### config.mk
export PLATFORM = sky130hd
export DESIGN_NAME = ets_axil_reader
export DESIGN_NICKNAME = d
export VERILOG_FILES = /design/src/rtl/ets_axil_reader.sv
export SDC_FILE = /design/constraint.sdc
export NUM_CORES = 1
export LEC_CHECK = 0
export BUFFER_PORTS_ARGS = -buffer_cell sky130_fd_sc_hd__buf_4
export CAP_MARGIN = 20
export CORE_MARGIN = 2
export CORE_UTILIZATION = 45
export CTS_CLUSTER_DIAMETER = 60
export DETAILED_ROUTE_END_ITERATION = 6
export PLACE_DENSITY = 0.76
export SYNTH_ARGS = -nofsm -noshare
export SYNTH_HDL_FRONTEND = slang
export SYNTH_SLANG_ARGS = --single-unit
export TNS_END_PERCENT = 50
### constraint.sdc
create_clock -name S_AXI_DATA_aclk -period 2.8 [get_ports S_AXI_DATA_aclk]
set_clock_uncertainty 0.2 [all_clocks]
set_input_delay 0.14 -clock S_AXI_DATA_aclk [delete_from_list [all_inputs] [get_ports S_AXI_DATA_aclk]]
set_output_delay 0.14 -clock S_AXI_DATA_aclk [all_outputs]
set_load 0.03 [all_outputs]
### src/rtl/ets_axil_reader.sv
// AXI4-Lite burst read master: fetches word_count consecutive 32-bit words from
// base_addr, one outstanding read at a time, and forwards them on a ready/valid stream.
module ets_axil_reader #(
  parameter int S_AXI_ADDR_WIDTH = 11,
  parameter int S_AXI_DATA_WIDTH = 32,
  parameter int CNT_WIDTH        = 10
) (
  input  logic                        S_AXI_DATA_aclk,
  input  logic                        S_AXI_DATA_aresetn,

  input  logic                        start,
  input  logic [S_AXI_ADDR_WIDTH-1:0] base_addr,
  input  logic [CNT_WIDTH-1:0]        word_count,
  output logic                        busy,
  output logic                        done,
  output logic                        err,

  output logic [S_AXI_ADDR_WIDTH-1:0] M_AXI_DATA_araddr,
  output logic [2:0]                  M_AXI_DATA_arprot,
  output logic                        M_AXI_DATA_arvalid,
  input  logic                        M_AXI_DATA_arready,
  input  logic [S_AXI_DATA_WIDTH-1:0] M_AXI_DATA_rdata,
  input  logic [1:0]                  M_AXI_DATA_rresp,
  input  logic                        M_AXI_DATA_rvalid,
  output logic                        M_AXI_DATA_rready,

  output logic [S_AXI_DATA_WIDTH-1:0] out_data,
  output logic                        out_valid,
  input  logic                        out_ready,
  output logic                        out_last
);

  typedef enum logic [2:0] {IDLE, ADDR, DATA, PUSH, FIN} state_t;

  state_t                      state;
  state_t                      state_next;
  logic [CNT_WIDTH-1:0]        count_q;
  logic [CNT_WIDTH-1:0]        index_q;
  logic [S_AXI_ADDR_WIDTH-1:0] addr_q;
  logic [S_AXI_DATA_WIDTH-1:0] data_q;
  logic                        err_q;

  logic start_seen;
  logic accept;
  logic ar_hs;
  logic r_hs;
  logic out_hs;
  logic last_word;

  assign start_seen = (state == IDLE) && start;
  assign accept     = start_seen && (word_count != '0);
  assign ar_hs      = (state == ADDR) && M_AXI_DATA_arready;
  assign r_hs       = (state == DATA) && M_AXI_DATA_rvalid;
  assign out_hs     = (state == PUSH) && out_ready;
  assign last_word  = (index_q == (count_q - CNT_WIDTH'(1)));

  always_ff @(posedge S_AXI_DATA_aclk or negedge S_AXI_DATA_aresetn) begin
    if (!S_AXI_DATA_aresetn) begin
      state <= IDLE;
    end else begin
      state <= state_next;
    end
  end

  always_comb begin
    state_next = state;
    case (state)
      IDLE: begin
        if (accept) begin
          state_next = ADDR;
        end else if (start_seen) begin
          state_next = FIN;
        end
      end
      ADDR: if (ar_hs) state_next = DATA;
      DATA: if (r_hs) state_next = PUSH;
      PUSH: begin
        if (out_hs) begin
          state_next = last_word ? FIN : ADDR;
        end
      end
      FIN:     state_next = IDLE;
      default: state_next = IDLE;
    endcase
  end

  // The address register advances by one word per delivered beat, which keeps it
  // equal to base + 4*index and lets it wrap naturally at the address width.
  always_ff @(posedge S_AXI_DATA_aclk or negedge S_AXI_DATA_aresetn) begin
    if (!S_AXI_DATA_aresetn) begin
      count_q <= '0;
      index_q <= '0;
      addr_q  <= '0;
      data_q  <= '0;
      err_q   <= 1'b0;
    end else begin
      if (start_seen) begin
        err_q <= 1'b0;
      end
      if (accept) begin
        addr_q  <= base_addr & ~S_AXI_ADDR_WIDTH'(3);
        count_q <= word_count;
        index_q <= '0;
      end
      if (r_hs) begin
        data_q <= M_AXI_DATA_rdata;
        if (M_AXI_DATA_rresp != 2'b00) begin
          err_q <= 1'b1;
        end
      end
      if (out_hs && !last_word) begin
        index_q <= index_q + CNT_WIDTH'(1);
        addr_q  <= addr_q + S_AXI_ADDR_WIDTH'(4);
      end
    end
  end

  assign M_AXI_DATA_araddr  = addr_q;
  assign M_AXI_DATA_arprot  = 3'b000;
  assign M_AXI_DATA_arvalid = (state == ADDR);
  assign M_AXI_DATA_rready  = (state == DATA);

  assign out_data  = data_q;
  assign out_valid = (state == PUSH);
  assign out_last  = (state == PUSH) && last_word;

  assign busy = (state != IDLE);
  assign done = (state == FIN);
  assign err  = err_q;

endmodule
==> results of run 1 <==
## flip-flops by register name, summed over array words and instances, names as in the netlist
signal and flops:
M_AXI_DATA_araddr 9, err 1, index_q 10, state 3, count_q 10, out_data 32
## power breakdown
group / internal, uW / leakage (uW) / switching [uW] / total [uW]
registers: 1350 / 0.000804 / 305 / 1650
clock network: 547 / 0.000115 / 377 / 924
logic: 1270 / 0.00153 / 1520 / 2790
## worst paths after layout
path	from	to	slack, ns	cells past startpoint
worst max-delay path	count_q[3]	index_q[4]	-0.31	9
worst min-delay path	S_AXI_DATA_aresetn	out_data[16]	0.21	2
worst max register to register	count_q[3]	index_q[4]	-0.31	9
worst min register to register	err	err	0.30	2
max in group asynchronous	S_AXI_DATA_aresetn	index_q[1]	1.63	2
min in group S_AXI_DATA_aclk	M_AXI_DATA_arready	state[0]	0.23	5
## worst reg2reg max path: cells and delay by family, from the launching register on
| kind | cells | cell delay, ns |
|---|---|---|
| AOI/OAI and AO/OA | 4 | 1.04 |
| and+or+nand+nor | 3 | 1.01 |
| DFF | 1 | 0.37 |
| buffers and inverters | 2 | 0.38 |
## final cells by class
cell class | count | area (um^2) | area share (%)
Inverter | 10 | 37.5 | 0.722
Multi-Input combinational cell | 196 | 1580 | 30.4
Sequential cell | 65 | 1630 | 31.3
Tap cell | 99 | 124 | 2.38
Timing Repair Buffer | 184 | 1600 | 30.8
Clock buffer | 11 | 151 | 2.91
Clock inverter | 5 | 77.6 | 1.49
## kinds of logic (layout without fill, tap and decap cells)
kind of cell,count (synthesis),count (layout),share of synthesized area [%]
other,1,5,0.115
adders and majority gates,3,3,1.15
muxes,50,50,17.2
DFF,65,65,49.7
xor gates and xnor gates,14,14,3.75
and+or+nand+nor,81,81,13.2
buffers and inverters,28,210,4.28
AOI/OAI and AO/OA,43,43,10.6
## cell usage after synthesis (2+ instances only)
library cell                n
sky130_fd_sc_hd__dfrtp_1   65
sky130_fd_sc_hd__mux2_2    46
sky130_fd_sc_hd__nand2_1   17
sky130_fd_sc_hd__nor2_1    15
sky130_fd_sc_hd__and3_1    13
sky130_fd_sc_hd__clkbuf_1  10
sky130_fd_sc_hd__inv_1     10
sky130_fd_sc_hd__xor2_1    10
sky130_fd_sc_hd__o21ai_0    9
sky130_fd_sc_hd__nand3_1    8
sky130_fd_sc_hd__a221o_1    6
sky130_fd_sc_hd__a32oi_1    5
sky130_fd_sc_hd__buf_4      5
sky130_fd_sc_hd__nand2b_1   5
sky130_fd_sc_hd__nor4_1     5
sky130_fd_sc_hd__nor3_1     4
sky130_fd_sc_hd__nor3b_1    4
sky130_fd_sc_hd__xnor2_1    4
sky130_fd_sc_hd__a31oi_1    3
sky130_fd_sc_hd__ha_1       3
sky130_fd_sc_hd__mux2i_1    3
sky130_fd_sc_hd__nor2b_1    3
sky130_fd_sc_hd__a21o_1     2
sky130_fd_sc_hd__a221oi_1   2
sky130_fd_sc_hd__a22o_1     2
sky130_fd_sc_hd__and3b_1    2
sky130_fd_sc_hd__buf_6      2
sky130_fd_sc_hd__o211ai_1   2
sky130_fd_sc_hd__o21ai_1    2
sky130_fd_sc_hd__or2_2      2
## repair_timing
action,CTS,global route
gates cloned,0,4
setup endpoints to repair,18,21
setup buffers,1,0
endpoints found under the hold margin,119,0
pin swaps,2,10
gates resized for setup,7,11
hold buffers,57,0
## metrics by stage
step	utilization (%)	setup WS [ns]	hold WS, ns	setup TNS [ns]	cells
floorplan	-	-0.194	-0.356	-2.34	289
global placement	59.5	-0.120	0.0865	-1.03	492
detailed placement	59.5	-0.183	0.0873	-1.64	492
CTS	71.1	-0.324	0.175	-4.11	566
global route	72.8	-0.401	0.260	-6.35	570
finish	72.8	-0.307	0.214	-4.63	570
## per-layer routing
layer / track usage [%] / vias up / part of all wire [%] / wire length [um]
met1: 27.3 / 1435 / 39 / 3570
met4: 8.55 / 0 / 2.4 / 215
met2: 40.1 / 94 / 54 / 4970
li1: - / 1386 / - / -
met3: 4.25 / 19 / 4.1 / 371
met5: 0 / - / 0 / 0
==> Implementation_results.wiki, run 1 <==
{| class="wikitable"
! Metric !! Value
|-
| Via density per instance || 5.15
|-
| Type of origin of the critical path || flip-flop
|-
| Aggregate global routing overflow || 0
|-
| Combined buffer and inverter count along the critical path || 2
|-
| Fraction of registers with async set/reset || 100%
|-
| First-pass GRT wire length || 13.6 mm
|-
| Drt drc || 0
|-
| Half-perimeter wire length after placement || 5.47 mm
|-
| Num Clock Sinks || 65
|-
| Count of port buffers added during placement || 106
|-
| Synthesized area per cell || 11.5 um^2
|-
| Sort of element at the end of the critical path || flip-flop
|-
| Number of buffers created by CTS || 9
|-
| Placeable core region || 7140 um^2
|-
| RSZ-0062 raised after global routing || yes
|-
| Max Cap Violations || 0
|-
| Primary flip-flop cell chosen by synthesis mapping || sky130_fd_sc_hd__dfrtp_1
|-
| Gpl congestion || 0.826
|-
| H-tree levels || 3
|-
| Top cell family by delay on the critical path || compound AO/OA/AOI/OAI gates
|-
| Layout cell share with drive strength beyond 1 || 44.4%
|-
| Via count || 2,934
|-
| Number of warnings reported in the yosys synthesis log || 0
|-
| Initial Util || 45.9%
|-
| Headroom to the max-slew limit || 45.6%
|-
| Top-level port count || 114
|-
| Ratio of final minimum period to clock period || 111%
|-
| Final worst slack || -0.307 ns
|-
| Pin count of the biggest net entering global routing || 66
|-
| Post-detailed-route wirelength per cell || 16.0 um
|-
| Initial antenna violation count || 0
|-
| Count of mapped cells out of synthesis || 285
|-
| Post-synth design cell area || 3270 um^2
|-
| Clock-pin slew on the worst setup and hold paths || 0.08 ns
|-
| Dominant cell type by area after synthesis || sky130_fd_sc_hd__dfrtp_1
|-
| Total power consumption of the routed design || 5360 uW
|-
| Die Ht || 89.3 um
|-
| Detailed-routing iteration count for the pre-antenna-repair pass || 4
|-
| Number of unique standard cell types used by synthesis || 46
|-
| Min-Delay Path Class || input port to asynchronous set/reset pin
|-
| Arrival time worst endpoint || 3.13 ns
|-
| Max-slew violation count || 0
|-
| Fraction of the yosys area taken by sequential cells || 49.7%
|-
| Worst Tran Pin Value || 0.816 ns
|-
| Standard-cell rows || 31
|-
| DRC violation total after the first TritonRoute iteration || 124
|-
| Share of the synthesized area in the top cell type || 49.7%
|-
| Filler Cells Inserted || 501
|-
| Die outline width || 89.3 um
|-
| Antenna Cells || 0
|-
| Maximum ir drop on the vdd rail || 0.778 mV
|-
| Highest-count cells in the layout ignoring fill and taps || sky130_fd_sc_hd__buf_4 (120), sky130_fd_sc_hd__dfrtp_1 (65), sky130_fd_sc_hd__dlygate4sd3_1 (57), sky130_fd_sc_hd__mux2_2 (46), sky130_fd_sc_hd__nand2_1 (15)
|-
| Clock tree from TritonCTS || yes
|-
| Power density over cell area || 1030 nW/um^2
|-
| Commonest non-fill, non-tap cell in the layout || sky130_fd_sc_hd__buf_4
|-
| Critical Path RT || 2.83 ns
|-
| Class of the most critical setup path || flip-flop to flip-flop
|-
| Cell Area, Placed || 4250 um^2
|-
| Number of routed nets with antenna violations || 0
|-
| Critical path cell sequence || or3_4 > o31a_1 > or4_4 > a2111oi_4 > buf_4 > a21oi_4 > clkbuf_16 > and3_1 > a211o_1
|-
| Worst skew pair latency || 0.35 ns
|-
| Number of enable-type register cells in the synthesized netlist || 0
|-
| Area enclosed by the die boundary || 7970 um^2
|-
| Largest fanout on the critical path || 5
|-
| Largest incremental delay on the critical path || 0.44 ns
|-
| Clock Path Buffers || 2
|-
| Net count, final || 530
|-
| Final number of setup-violating endpoints || 20
|-
| Number of hold violations in the final report || 0
|-
| Leakage power total || 0.00245 uW
|-
| Clock root cell || sky130_fd_sc_hd__clkbuf_8
|-
| Cell with the biggest individual delay on the critical path || sky130_fd_sc_hd__or4_4
|-
| Area growth from synthesis to layout || 58.8%
|-
| Result of the run || finished, violations left
|-
| Design area || 5200 um^2
|-
| Max Fclk || 322 MHz
|-
| Total wirelength of the detailed-routed design || 9.12 mm
|-
| Via count of the first global-routing pass || 2,868
|-
| Register bit count reported by yosys || 65
|-
| Final Critical Period || 3.11 ns
|-
| All-layer global routing usage || 22.6%
|-
| Area contributors post-synth || sky130_fd_sc_hd__dfrtp_1 (50%), sky130_fd_sc_hd__mux2_2 (16%), sky130_fd_sc_hd__xor2_1 (2.7%), sky130_fd_sc_hd__and3_1 (2.5%), sky130_fd_sc_hd__nand2_1 (1.9%)
|-
| Violated checks || setup timing
|}
Power figures use the tool's default switching activity.
==> run 2, diff against run 1 <==
--- a/config.mk
+++ b/config.mk
@@ -11,7 +11,7 @@
 export CORE_UTILIZATION = 45
 export CTS_CLUSTER_DIAMETER = 60
 export DETAILED_ROUTE_END_ITERATION = 6
-export PLACE_DENSITY = 0.76
+export PLACE_DENSITY = 0.77
 export SYNTH_ARGS = -nofsm -noshare
 export SYNTH_HDL_FRONTEND = slang
 export SYNTH_SLANG_ARGS = --single-unit
==> run 2 against run 1 <==
The run still ends with setup timing left. Register-to-register slack improved by 0.03 ns. First-iteration DRC count decreased by 11%. Sequential power about the same. Combinational power about the same. Final area decreased by 0.99%.
==> Implementation_results.wiki, run 2 (synthesized netlist as in run 1, its figures left out) <==
{| class="wikitable"
! Metric !! Value
|-
| Class of the most critical setup path || flip-flop to flip-flop
|-
| Critical Path RT || 2.83 ns
|-
| Filler Cells Inserted || 488
|-
| Drt drc || 0
|-
| Cell Area, Placed || 4250 um^2
|-
| DRC violation total after the first TritonRoute iteration || 110
|-
| Highest-count cells in the layout ignoring fill and taps || sky130_fd_sc_hd__buf_4 (120), sky130_fd_sc_hd__dfrtp_1 (65), sky130_fd_sc_hd__dlygate4sd3_1 (57), sky130_fd_sc_hd__mux2_2 (45), sky130_fd_sc_hd__nand2_1 (16)
|-
| Die Ht || 89.3 um
|-
| Arrival time worst endpoint || 3.10 ns
|-
| First-pass GRT wire length || 13.7 mm
|-
| Minimum setup slack after placement || -0.135 ns
|-
| Final Critical Period || 3.08 ns
|-
| Hold Slack || 0.182 ns
|-
| Reg2Reg Depth || 9
|-
| Largest fanout on the critical path || 9
|-
| Via density per instance || 5.13
|-
| Area growth from synthesis to layout || 57.2%
|-
| Initial antenna violation count || 0
|-
| Max FFs per register || 32
|-
| Standard-cell rows || 31
|-
| Destination of the worst hold path || state[2]
|-
| Clock Path Buffers || 2
|-
| Largest incremental delay on the critical path || 0.53 ns
|-
| Headroom to the max-slew limit || 45.4%
|-
| Commonest non-fill, non-tap cell in the layout || sky130_fd_sc_hd__buf_4
|-
| Violated checks || setup timing
|-
| Total wirelength of the detailed-routed design || 9.06 mm
|-
| Layout cell share with drive strength beyond 1 || 43.9%
|-
| Area enclosed by the die boundary || 7970 um^2
|-
| Net count, final || 528
|-
| Half-perimeter wire length after placement || 5.53 mm
|-
| Result of the run || finished, violations left
|-
| Post-detailed-route wirelength per cell || 16.0 um
|-
| H-tree levels || 3
|-
| Area of combinational cells with multiple inputs || 1580 um^2
|-
| Combined buffer and inverter count along the critical path || 2
|-
| Clock-pin slew on the worst setup and hold paths || 0.07 ns
|-
| Pin count of the biggest net entering global routing || 66
|-
| Placeable core region || 7140 um^2
|-
| Critical path cell sequence || or3_4 > o31a_1 > or4_4 > a2111oi_4 > buf_4 > a21oi_4 > buf_12 > mux2i_1 > a221o_1
|-
| Reg-to-reg critical path startpoint || count_q[2]
|-
| Count of port buffers added during placement || 106
|-
| Number of buffers created by CTS || 9
|-
| Number of hold violations in the final report || 0
|-
| Max-slew violation count || 0
|-
| Total power consumption of the routed design || 5300 uW
|-
| Initial Util || 45.9%
|-
| Worst Tran Pin Value || 0.819 ns
|-
| Detailed-routing iteration count for the pre-antenna-repair pass || 4
|-
| Type of origin of the critical path || flip-flop
|-
| Final worst slack || -0.276 ns
|-
| Top-level port count || 114
|-
| Register-to-register setup slack || -0.28 ns
|-
| Num Clock Sinks || 65
|-
| Leakage power total || 0.00243 uW
|-
| Top cell family by delay on the critical path || compound AO/OA/AOI/OAI gates
|-
| Worst hold path depth || 5
|-
| Sort of element at the end of the critical path || flip-flop
|-
| RSZ-0062 raised after global routing || yes
|-
| Die outline width || 89.3 um
|-
| Power density over cell area || 1030 nW/um^2
|-
| All-layer global routing usage || 22.8%
|-
| Design area || 5150 um^2
|-
| Aggregate global routing overflow || 0
|-
| Footprint of the flip-flops and latches || 1630 um^2
|-
| Clock root cell || sky130_fd_sc_hd__clkbuf_8
|-
| Via count of the first global-routing pass || 2,832
|-
| Min-Delay Path Class || input port to flip-flop
|-
| Clock tree from TritonCTS || yes
|-
| Critical register-to-register path endpoint || M_AXI_DATA_araddr[9]
|-
| Antenna Cells || 0
|-
| Ratio of final minimum period to clock period || 110%
|-
| Share of the core filled with cells in the final layout || 72.1%
|-
| Final number of setup-violating endpoints || 18
|-
| Via count || 2,912
|-
| Cell with the biggest individual delay on the critical path || sky130_fd_sc_hd__or4_4
|-
| Max Cap Violations || 0
|-
| Worst skew pair latency || 0.35 ns
|-
| Hold Startpoint || M_AXI_DATA_arready
|-
| Max Fclk || 325 MHz
|-
| Maximum ir drop on the vdd rail || 0.698 mV
|-
| Number of routed nets with antenna violations || 0
|-
| Gpl congestion || 0.799
|}
run 2: per-layer routing:
metal	wire length (um)	track usage [%]
met1	3550	26.6
met2	4990	41.2
met3	298	4.80
met4	234	8.14
met5	0	0
run 2: what timing repair did:
action | 4_1_cts | 5_1_grt
buffers inserted | 1 | 0
gates resized for setup | 9 | 10
pin swaps | 1 | 2
hold buffers | 57 | 0
hold endpoints to repair | 119 | 0
cloned | 0 | 2
endpoints found under the setup margin | 17 | 21
run 2: worst max-delay path by stage:
stage	start	endpoint	slack [ns]	depth (start not counted)
floorplan	count_q[2]	index_q[4]	-0.19	8
global placement	count_q[2]	index_q[6]	-0.11	8
detailed placement	count_q[2]	index_q[6]	-0.14	8
CTS	count_q[2]	out_last	-0.31	7
global route	count_q[2]	M_AXI_DATA_araddr[9]	-0.35	9
finish	count_q[2]	M_AXI_DATA_araddr[9]	-0.28	9
run 2: power breakdown:
group	switching [uW]	internal, uW	leakage (uW)	total, uW
Clock	395	464	0.000102	859
Combinational	1510	1260	0.00152	2770
Sequential	324	1340	0.000804	1670
Total	2230	3070	0.00243	5300
run 2: worst reg2reg max path, stage by stage, from the launching register on:
cell,delay [ns]
sky130_fd_sc_hd__dfrtp_1,0.38
sky130_fd_sc_hd__or3_4,0.39
sky130_fd_sc_hd__o31a_1,0.26
sky130_fd_sc_hd__or4_4,0.53
sky130_fd_sc_hd__a2111oi_4,0.33
sky130_fd_sc_hd__buf_4,0.18
sky130_fd_sc_hd__a21oi_4,0.08
sky130_fd_sc_hd__buf_12,0.18
sky130_fd_sc_hd__mux2i_1,0.13
sky130_fd_sc_hd__a221o_1,0.32
run 2: cell type report:
class / count / share of cell area, %
clock buffers: 11 / 2.94
clock inverters: 5 / 1.22
inverters: 10 / 0.729
multi-input cells: 196 / 30.7
flip-flops and latches: 65 / 31.6
well taps: 99 / 2.41
repair buffers: 182 / 30.4
run 2: metrics by stage:
step                setup TNS [ns]  std cells
floorplan                    -2.34        289
global placement            -0.927        492
detailed placement           -1.43        492
CTS                          -4.41        566
global route                 -5.50        568
finish                       -3.88        568
